==> config.mk <==
export PLATFORM = sky130hd
export DESIGN_NAME = xalu_serial
export DESIGN_NICKNAME = d
export VERILOG_FILES = /design/src/rtl/xalu_serial.sv
export SDC_FILE = /design/constraint.sdc
export NUM_CORES = 1
export LEC_CHECK = 0
export CORE_UTILIZATION = 47
export CTS_CLUSTER_SIZE = 40
export DETAILED_ROUTE_END_ITERATION = 10
export PLACE_DENSITY = 0.76
export SYNTH_ARGS = -nofsm -noshare
export SYNTH_HDL_FRONTEND = slang
export SYNTH_SLANG_ARGS = --single-unit
export TNS_END_PERCENT = 20
==> constraint.sdc <==
create_clock -name clk -period 4.88 [get_ports clk]
set_clock_uncertainty 0.2 [all_clocks]
set_input_delay 0.488 -clock clk [delete_from_list [all_inputs] [get_ports clk]]
set_output_delay 0.488 -clock clk [all_outputs]
set_load 0.01 [all_outputs]
==> src/rtl/xalu_serial.sv <==
// Nibble-serial ALU: one operation is accepted in IDLE, processed one 4-bit slice per
// cycle (LSB first) in RUN, and held in DONE until the consumer takes it.
module xalu_serial #(
   parameter int WIDTH = 16
) (
   input  logic             clk,
   input  logic             rst_n,
   input  logic             in_valid,
   output logic             in_ready,
   input  logic [WIDTH-1:0] a,
   input  logic [WIDTH-1:0] b,
   input  logic [2:0]       func,
   input  logic             com,
   input  logic             ci_left,
   input  logic             ci_right,
   output logic             out_valid,
   input  logic             out_ready,
   output logic [WIDTH-1:0] result,
   output logic             co_left,
   output logic             co_right,
   output logic             equ,
   output logic             zero,
   output logic             neg_zero
);
   localparam int N  = WIDTH / 4;
   localparam int KW = (N > 1) ? $clog2(N) : 1;
   localparam logic [KW-1:0]    LAST    = KW'(N - 1);
   localparam logic [WIDTH-1:0] SL_MASK = WIDTH'(4'hF);

   typedef enum logic [1:0] {IDLE, RUN, DONE} state_t;
   state_t state, state_nxt;

   logic [WIDTH-1:0] a_cap, b_cap;
   logic [2:0]       func_cap;
   logic             com_cap, cil_cap, cir_cap;
   logic [KW-1:0]    k;
   logic             carry, eq_acc, zero_acc, ones_acc;

   logic             accept, step, last;
   logic [KW+1:0]    bit_ofs;
   logic [WIDTH-1:0] shr_word, shl_word;
   logic [3:0]       a_sl, b_sl, fn_sl, res_sl;
   logic [4:0]       sum_sl;

   always_comb begin
      state_nxt = state;
      in_ready  = 1'b0;
      out_valid = 1'b0;
      case (state)
         IDLE: begin
            in_ready = 1'b1;
            if (in_valid) state_nxt = RUN;
         end
         RUN: begin
            if (k == LAST) state_nxt = DONE;
         end
         DONE: begin
            out_valid = 1'b1;
            if (out_ready) state_nxt = IDLE;
         end
         default: state_nxt = IDLE;
      endcase
   end

   always_ff @(posedge clk or negedge rst_n) begin
      if (!rst_n) state <= IDLE;
      else        state <= state_nxt;
   end

   assign accept   = (state == IDLE) && in_valid;
   assign step     = (state == RUN);
   assign last     = step && (k == LAST);
   assign bit_ofs  = {k, 2'b00};
   // Shifts are formed on the whole captured word so each slice sees its neighbour bit
   assign shr_word = {cil_cap, a_cap[WIDTH-1:1]};
   assign shl_word = {a_cap[WIDTH-2:0], cir_cap};
   assign a_sl     = 4'(a_cap >> bit_ofs);
   assign b_sl     = 4'(b_cap >> bit_ofs);
   assign sum_sl   = {1'b0, a_sl} + {1'b0, b_sl} + {4'd0, carry};

   always_comb begin
      fn_sl = 4'h0;
      case (func_cap)
         3'd0:    fn_sl = sum_sl[3:0];
         3'd1:    fn_sl = a_sl & b_sl;
         3'd2:    fn_sl = a_sl | b_sl;
         3'd3:    fn_sl = a_sl ^ b_sl;
         3'd4:    fn_sl = a_sl;
         3'd5:    fn_sl = b_sl;
         3'd6:    fn_sl = 4'(shr_word >> bit_ofs);
         default: fn_sl = 4'(shl_word >> bit_ofs);
      endcase
      res_sl = com_cap ? ~fn_sl : fn_sl;
   end

   always_ff @(posedge clk) begin
      if (accept) begin
         a_cap    <= a;
         b_cap    <= b;
         func_cap <= func;
         com_cap  <= com;
         cil_cap  <= ci_left;
         cir_cap  <= ci_right;
      end
   end

   always_ff @(posedge clk or negedge rst_n) begin
      if (!rst_n) begin
         k        <= '0;
         carry    <= 1'b0;
         result   <= '0;
         co_left  <= 1'b0;
         co_right <= 1'b0;
         equ      <= 1'b0;
         zero     <= 1'b0;
         neg_zero <= 1'b0;
         eq_acc   <= 1'b0;
         zero_acc <= 1'b0;
         ones_acc <= 1'b0;
      end else if (accept) begin
         k        <= '0;
         carry    <= ci_right;
         result   <= '0;
         co_left  <= 1'b0;
         co_right <= 1'b0;
         equ      <= 1'b0;
         zero     <= 1'b0;
         neg_zero <= 1'b0;
         eq_acc   <= 1'b1;
         zero_acc <= 1'b1;
         ones_acc <= 1'b1;
      end else if (step) begin
         result   <= (result & ~(SL_MASK << bit_ofs)) | (WIDTH'(res_sl) << bit_ofs);
         carry    <= sum_sl[4];
         k        <= k + KW'(1);
         eq_acc   <= eq_acc & (a_sl == b_sl);
         zero_acc <= zero_acc & (res_sl == 4'h0);
         ones_acc <= ones_acc & (res_sl == 4'hF);
         // Flags are published only once the last slice is known
         if (last) begin
            equ      <= eq_acc & (a_sl == b_sl);
            zero     <= zero_acc & (res_sl == 4'h0);
            neg_zero <= ones_acc & (res_sl == 4'hF);
            co_left  <= (func_cap == 3'd0) ? sum_sl[4] :
                        (func_cap == 3'd7) ? a_cap[WIDTH-1] : 1'b0;
            co_right <= (func_cap == 3'd6) & a_cap[0];
         end
      end
   end
endmodule

==> flow_summary.toml, run 1 <==
[cts]
clk_path_buf_depth = 2
htreeDepth = 3
clk_pin_slew_worst_paths_ns = 0.07
cts_tree = "built"
cts_root_buf = "clkbuf_8"
cts_num_sinks = 67
cts-resized-gates = 0
cts_setup_buffers = 0
cts_buffers = 9
holdBufCountCts = 0
worstSkewPairLatency_ns = 0.35

[global_route]
grt_pass1_vias = 2526
grt_pass1_wl_um = 12700
grtUsageTotal_pct = 22.71
grt_antenna_before_repair = 0
grt_max_degree = 30
overflow = 0

[cells_and_area]
fin_nets = 399
fin_cells = 444
drive_gt1_share_pct = 10.63
areaGrowthSynthToFinish_pct = 27.50
num_antenna_cells = 0
final_area_um2 = 4397

[synthesis]
yosys.area.top_type_share_pct = 33.09
synth_ff_type = "edfxtp_1"
synthesis.instances = 277
avgSynthCellArea_um2 = 12.45
synthTopCellsByArea = "edfxtp_1 33%, dfrtp_1 21%, mux4_2 5.2%"
ys_warn_count = 0
yosysSeqAreaShare_pct = 54.14
async_flop_share_pct = 43.28
ys_ff_latch = 67
synth-edff-count = 38
synth_area_um2 = 3448
synthTopCellsByCount = "38 x edfxtp_1, 29 x dfrtp_1, 25 x inv_1"
synth.most_common_cell = "edfxtp_1"
synth_nets = 333
synth_cell_types = 54
yosysTopAreaCell = "edfxtp_1"

[timing]
fin_crit_sh_pct = 81.19
whs_ns = 0.2922
max_slew_margin_pct = 17.20
fmax_mhz = 252.4
fin_crit_ns = 3.962
maxSlewViolCount = 0
worstMarginPinSlew_ns = 1.237
setup_viol = 0
finalHoldViolCount = 0
grt_setup_unrepaired = "no"
tns_ns = 0

[place]
dpl_cell_area_um2 = 4183
dp_hpwl_um = 5695
gp_congestion = 0.9319
io_buffer_count = 64
placed_cells = 428

[detailed_routing]
vias_per_cell = 5.583
num_vias = 2479
ant_nets = 0
avgRoutedWirePerCell_um = 17.68
firstDrtPassIters = 4
drc = 0
drt-total-wl_um = 7852
initialDrtViolationCount = 238

[setup_path]
critical_path_class = "reg2reg"
critPathLaunchType = "register"
required_ns = 4.92
cp_slowest_stage_delay_ns = 0.62
crit_top_cell = "fa_1"
path_cells = "mux4_2, fa_1, inv_1, fa_1, mux2_2, a21oi_1, o22ai_1, a211o_1, and4_1, mux2_4, a32o_1"
cp_max_fo = 8
cp_slowest_cell = "mux4_2"
setup.worst_path.end_class = "register"
arrival_ns = 4.00

[floorplanning]
io_pins = 65
rows = 30
start_util_pct = 49.66
die_h_um = 87.66
design.core.area_um2 = 6944
die_x_um = 87.66
dieArea_um2 = 7683

[run_status]
status = "complete, no violations"

[power_and_ir_drop]
cellLeakagePower_nw = 1.733
finalPower_mw = 2.678
power.density_nw_per_um2 = 609.1
vdd_ir_drop_max_mv = 0.2357

[job]
max_cap_violations = 0

[hold_path]
hp-class = "reg2reg"
[placed cells by master, fill, tap and decap left out, types with 8 or more instances in the layout]
cell	instances
clkdlybuf4s50_1	64
edfxtp_1	38
dfrtp_1	29
inv_1	25
nand2_1	20
a21oi_1	19
o22ai_1	13
o21ai_0	12
ha_1	12
nor2_1	10
clkbuf_8	10
mux4_2	8
[state kept, by name (all words and copies together) (netlist names), 2 cells and up]
name	cells
func_cap	3
a_cap	16
b_cap	16
state	2
result	16
k	2
[metal layers]
layer | vias up | wire length [um] | global-route usage [%]
li1 | 1158 | - | -
met1 | 1196 | 3257 | 30.15
met2 | 112 | 3861 | 36.29
met3 | 13 | 576 | 4.807
met4 | 0 | 156 | 9.985
met5 | - | 0 | 0
[layout make-up]
class	count	area [um2]
Tap cell	96	120.1
Inverter	27	101.3
Fill cell	533	2547
Clock inverter	3	43.79
Multi-Input combinational cell	170	1411
Clock buffer	13	170.2
Sequential cell	67	1867
Timing Repair Buffer	68	683.2
[path summary, 6_finish.rpt]
path | cells past startpoint | from | slack (ns) | endpoint
hold / removal | 2 | result[12] | 0.29 | result[12]
setup / recovery | 11 | k[0] | 0.92 | neg_zero
setup reg to reg | 11 | k[0] | 0.92 | neg_zero
max in group asynchronous | 2 | rst_n | 3.88 | k[0]
min in group asynchronous | 2 | rst_n | 0.32 | result[15]
hold reg to reg | 2 | result[12] | 0.29 | result[12]
[power breakdown]
part	leakage [nW]	internal (mW)	switching [mW]
clock	0.109	0.281	0.211
combinational	0.891	0.600	0.676
sequential	0.734	0.771	0.139
total	1.73	1.65	1.03
[worst max-delay path, delay by kind of cell, from the launching register on]
family                   cells  cell delay, ns
adder cells (fa/ha/maj)      2            0.82
buffers and inverters        1            0.09
multiplexers                 3            1.15
flip-flops                   1            0.56
AO/OA/AOI/OAI                4            0.80
AND/OR/NAND/NOR              1            0.23
[per-stage QoR]
step,setup WS (ns),util [%]
6_report,0.9180,63.32
5_1_grt,0.7671,63.32
4_1_cts,0.9486,63.32
3_5_place_dp,0.9575,60.23
3_3_place_gp,1.043,60.23
2_1_floorplan,0.05706,-
[cells by family (layout without fill, tap and decap cells)]
group                      after synthesis  count (layout)  share of synthesized area (%)
buffers and inverters                   40             111                          5.080
adders and majority gates               14              14                          5.515
AOI/OAI and AO/OA                       69              69                          13.68
and+or+nand+nor                         61              61                          9.180
DFF                                     67              67                          54.14
muxes                                   21              21                          11.14
xor gates and xnor gates                 5               5                          1.270
(Power assumes the default switching activity.)
==> inputs of run 2 (changes only) <==
- clock period: 4.88 -> 3.3 ns (I/O delays scaled with it)
==> run 2 against run 1 <==
Against the previous run: the flow now finishes with violations (negative setup slack); critical path type unchanged; die area unchanged; combinational power is 84% higher; flip-flop and latch count is the same; global-route usage is 0.67 points higher; hold slack worse by 0.12 ns; largest cell class unchanged.
==> flow_summary.toml, run 2 (synthesis results as in run 1) <==
[cts]
worstSkewPairLatency_ns = 0.34
holdBufCountCts = 0
cts_num_sinks = 67
cts_tree = "built"
clk_path_buf_depth = 2
cts_buffers = 9
cts_root_buf = "clkbuf_8"
htreeDepth = 3
clk_pin_slew_worst_paths_ns = 0.07

[power_and_ir_drop]
cellLeakagePower_nw = 1.882
vdd_ir_drop_max_mv = 0.3904
p_switching_mw = 1.629
pwr-share-comb_pct = 54.8
p_sw_share_pct = 37.93
p_int_mw = 2.665
seq_power_share_pct = 30.5
clock_power_share_pct = 14.8
power.density_nw_per_um2 = 923.6

[setup_path]
arrival_ns = 3.57
cp_max_fo = 3
critical_path_class = "reg2reg"
setup.worst_path.end_class = "register"
required_ns = 3.33
critPathLaunchType = "register"

[global_route]
grt_antenna_before_repair = 0
grt_max_degree = 30
grt_pass1_wl_um = 13140
grtUsageTotal_pct = 23.38
grt_pass1_vias = 2630
overflow = 0

[timing]
whs_ns = 0.1724
finalHoldViolCount = 0
fmax_mhz = 282.4
setup_viol = 8
maxSlewViolCount = 0
setup_slack_ns = -0.2410
fin_crit_sh_pct = 107.3
fin_crit_ns = 3.541
max_slew_margin_pct = 65.75
grt_setup_unrepaired = "yes"
worstMarginPinSlew_ns = 0.5008

[cells_and_area]
areaGrowthSynthToFinish_pct = 34.83
top_regs = "a_cap: 16 flops, b_cap: 16 flops, result: 16 flops"
fin_nets = 431
drive_gt1_share_pct = 21.64
num_antenna_cells = 0
final_common_cell = "clkdlybuf4s50_1"
nFillCells = 540
post-route-util_pct = 66.96
final_cell_mix = "64 x clkdlybuf4s50_1, 38 x edfxtp_1, 34 x buf_4, 28 x dfrtp_1, 23 x inv_1"

[floorplanning]
die_h_um = 87.66
rows = 30
start_util_pct = 49.66
io_pins = 65
design.core.area_um2 = 6944
die_x_um = 87.66
dieArea_um2 = 7683

[run_status]
status = "finished, violations left"
violations = "negative setup slack"

[detailed_routing]
avgRoutedWirePerCell_um = 17.35
vias_per_cell = 5.507
firstDrtPassIters = 5
drt-total-wl_um = 8240
num_vias = 2616
ant_nets = 0
initialDrtViolationCount = 191
drc = 0

[place]
gp_congestion = 0.8888
dp_hpwl_um = 6174
place_ws_ns = -0.2652
io_buffer_count = 64

[hold_path]
hp-class = "in2async"

[job]
max_cap_violations = 0
-- run 2: cell count changes in the layout (fill, tap and decap cells not counted), sizes merged --
cell	previous run	this run
buf	4	36
bufinv	1	0
-- run 2: final timing paths --
check / startpoint / to / slack [ns] / cells after the start
worst min register to register: co_left / co_left / 0.28 / 2
worst max-delay path: k[0] / neg_zero / -0.24 / 11
worst max register to register: k[0] / neg_zero / -0.24 / 11
max in group asynchronous: rst_n / k[0] / 2.42 / 2
worst min-delay path: rst_n / state[1] / 0.17 / 2
min in group clk: co_left / co_left / 0.28 / 2
-- run 2: final cells by class --
class	instances	area, um2	area share [%]
clock buffer	13	170.2	3.660
clock inverter	2	10.01	0.2153
inverter	27	101.3	2.180
multi-input combinational	170	1461	31.43
sequential	67	1868	40.18
tap	96	120.1	2.583
timing repair buffer	100	918.4	19.75
-- run 2: timing repair --
action / in CTS / in global routing
gates resized for setup: 7 / 6
buffers inserted: 1 / 3
endpoints found under the setup margin: 16 / 20
pin swaps: 3 / 3
-- run 2: power by group through the flow --
stage / Sequential, mW / Combinational [mW] / Clock, mW
after floorplan: 1.29 / 1.36 / 0
after global placement: 1.31 / 2.18 / 0
after detailed placement: 1.33 / 2.22 / 0
after CTS: 1.31 / 2.27 / 0.640
after global routing: 1.34 / 2.57 / 0.670
final: 1.31 / 2.35 / 0.634
-- run 2: per-stage QoR --
| stage | setup TNS (ns) | instance area [um2] | instances | power (mW) |
|---|---|---|---|---|
| CTS | -1.129 | 4597 | 472 | 4.224 |
| floorplan | -2.357 | 3472 | 277 | 2.655 |
| detailed placement | -1.934 | 4398 | 456 | 3.550 |
| global route | -3.016 | 4649 | 475 | 4.577 |
| finish | -1.192 | 4649 | 475 | 4.294 |
| global placement | -0.9659 | 4398 | 456 | 3.492 |
-- run 2: routing by layer --
metal | track usage [%] | vias up | part of all wire (%)
met5 | 0 | - | 0
met3 | 4.053 | 10 | 6.2
met2 | 36.79 | 97 | 48
met1 | 32.77 | 1282 | 45
met4 | 8.644 | 0 | 1.2
li1 | - | 1227 | -
-- run 2: worst max-delay path, stage by stage, from the launching register on --
cell and delay [ns]:
dfrtp_2 0.39, mux4_2 0.54, fa_2 0.41, inv_2 0.07
fa_1 0.40, mux2_4 0.28, a21oi_2 0.12, o22ai_1 0.07
a211o_1 0.27, and4_1 0.20, mux2_4 0.26, a32o_1 0.23
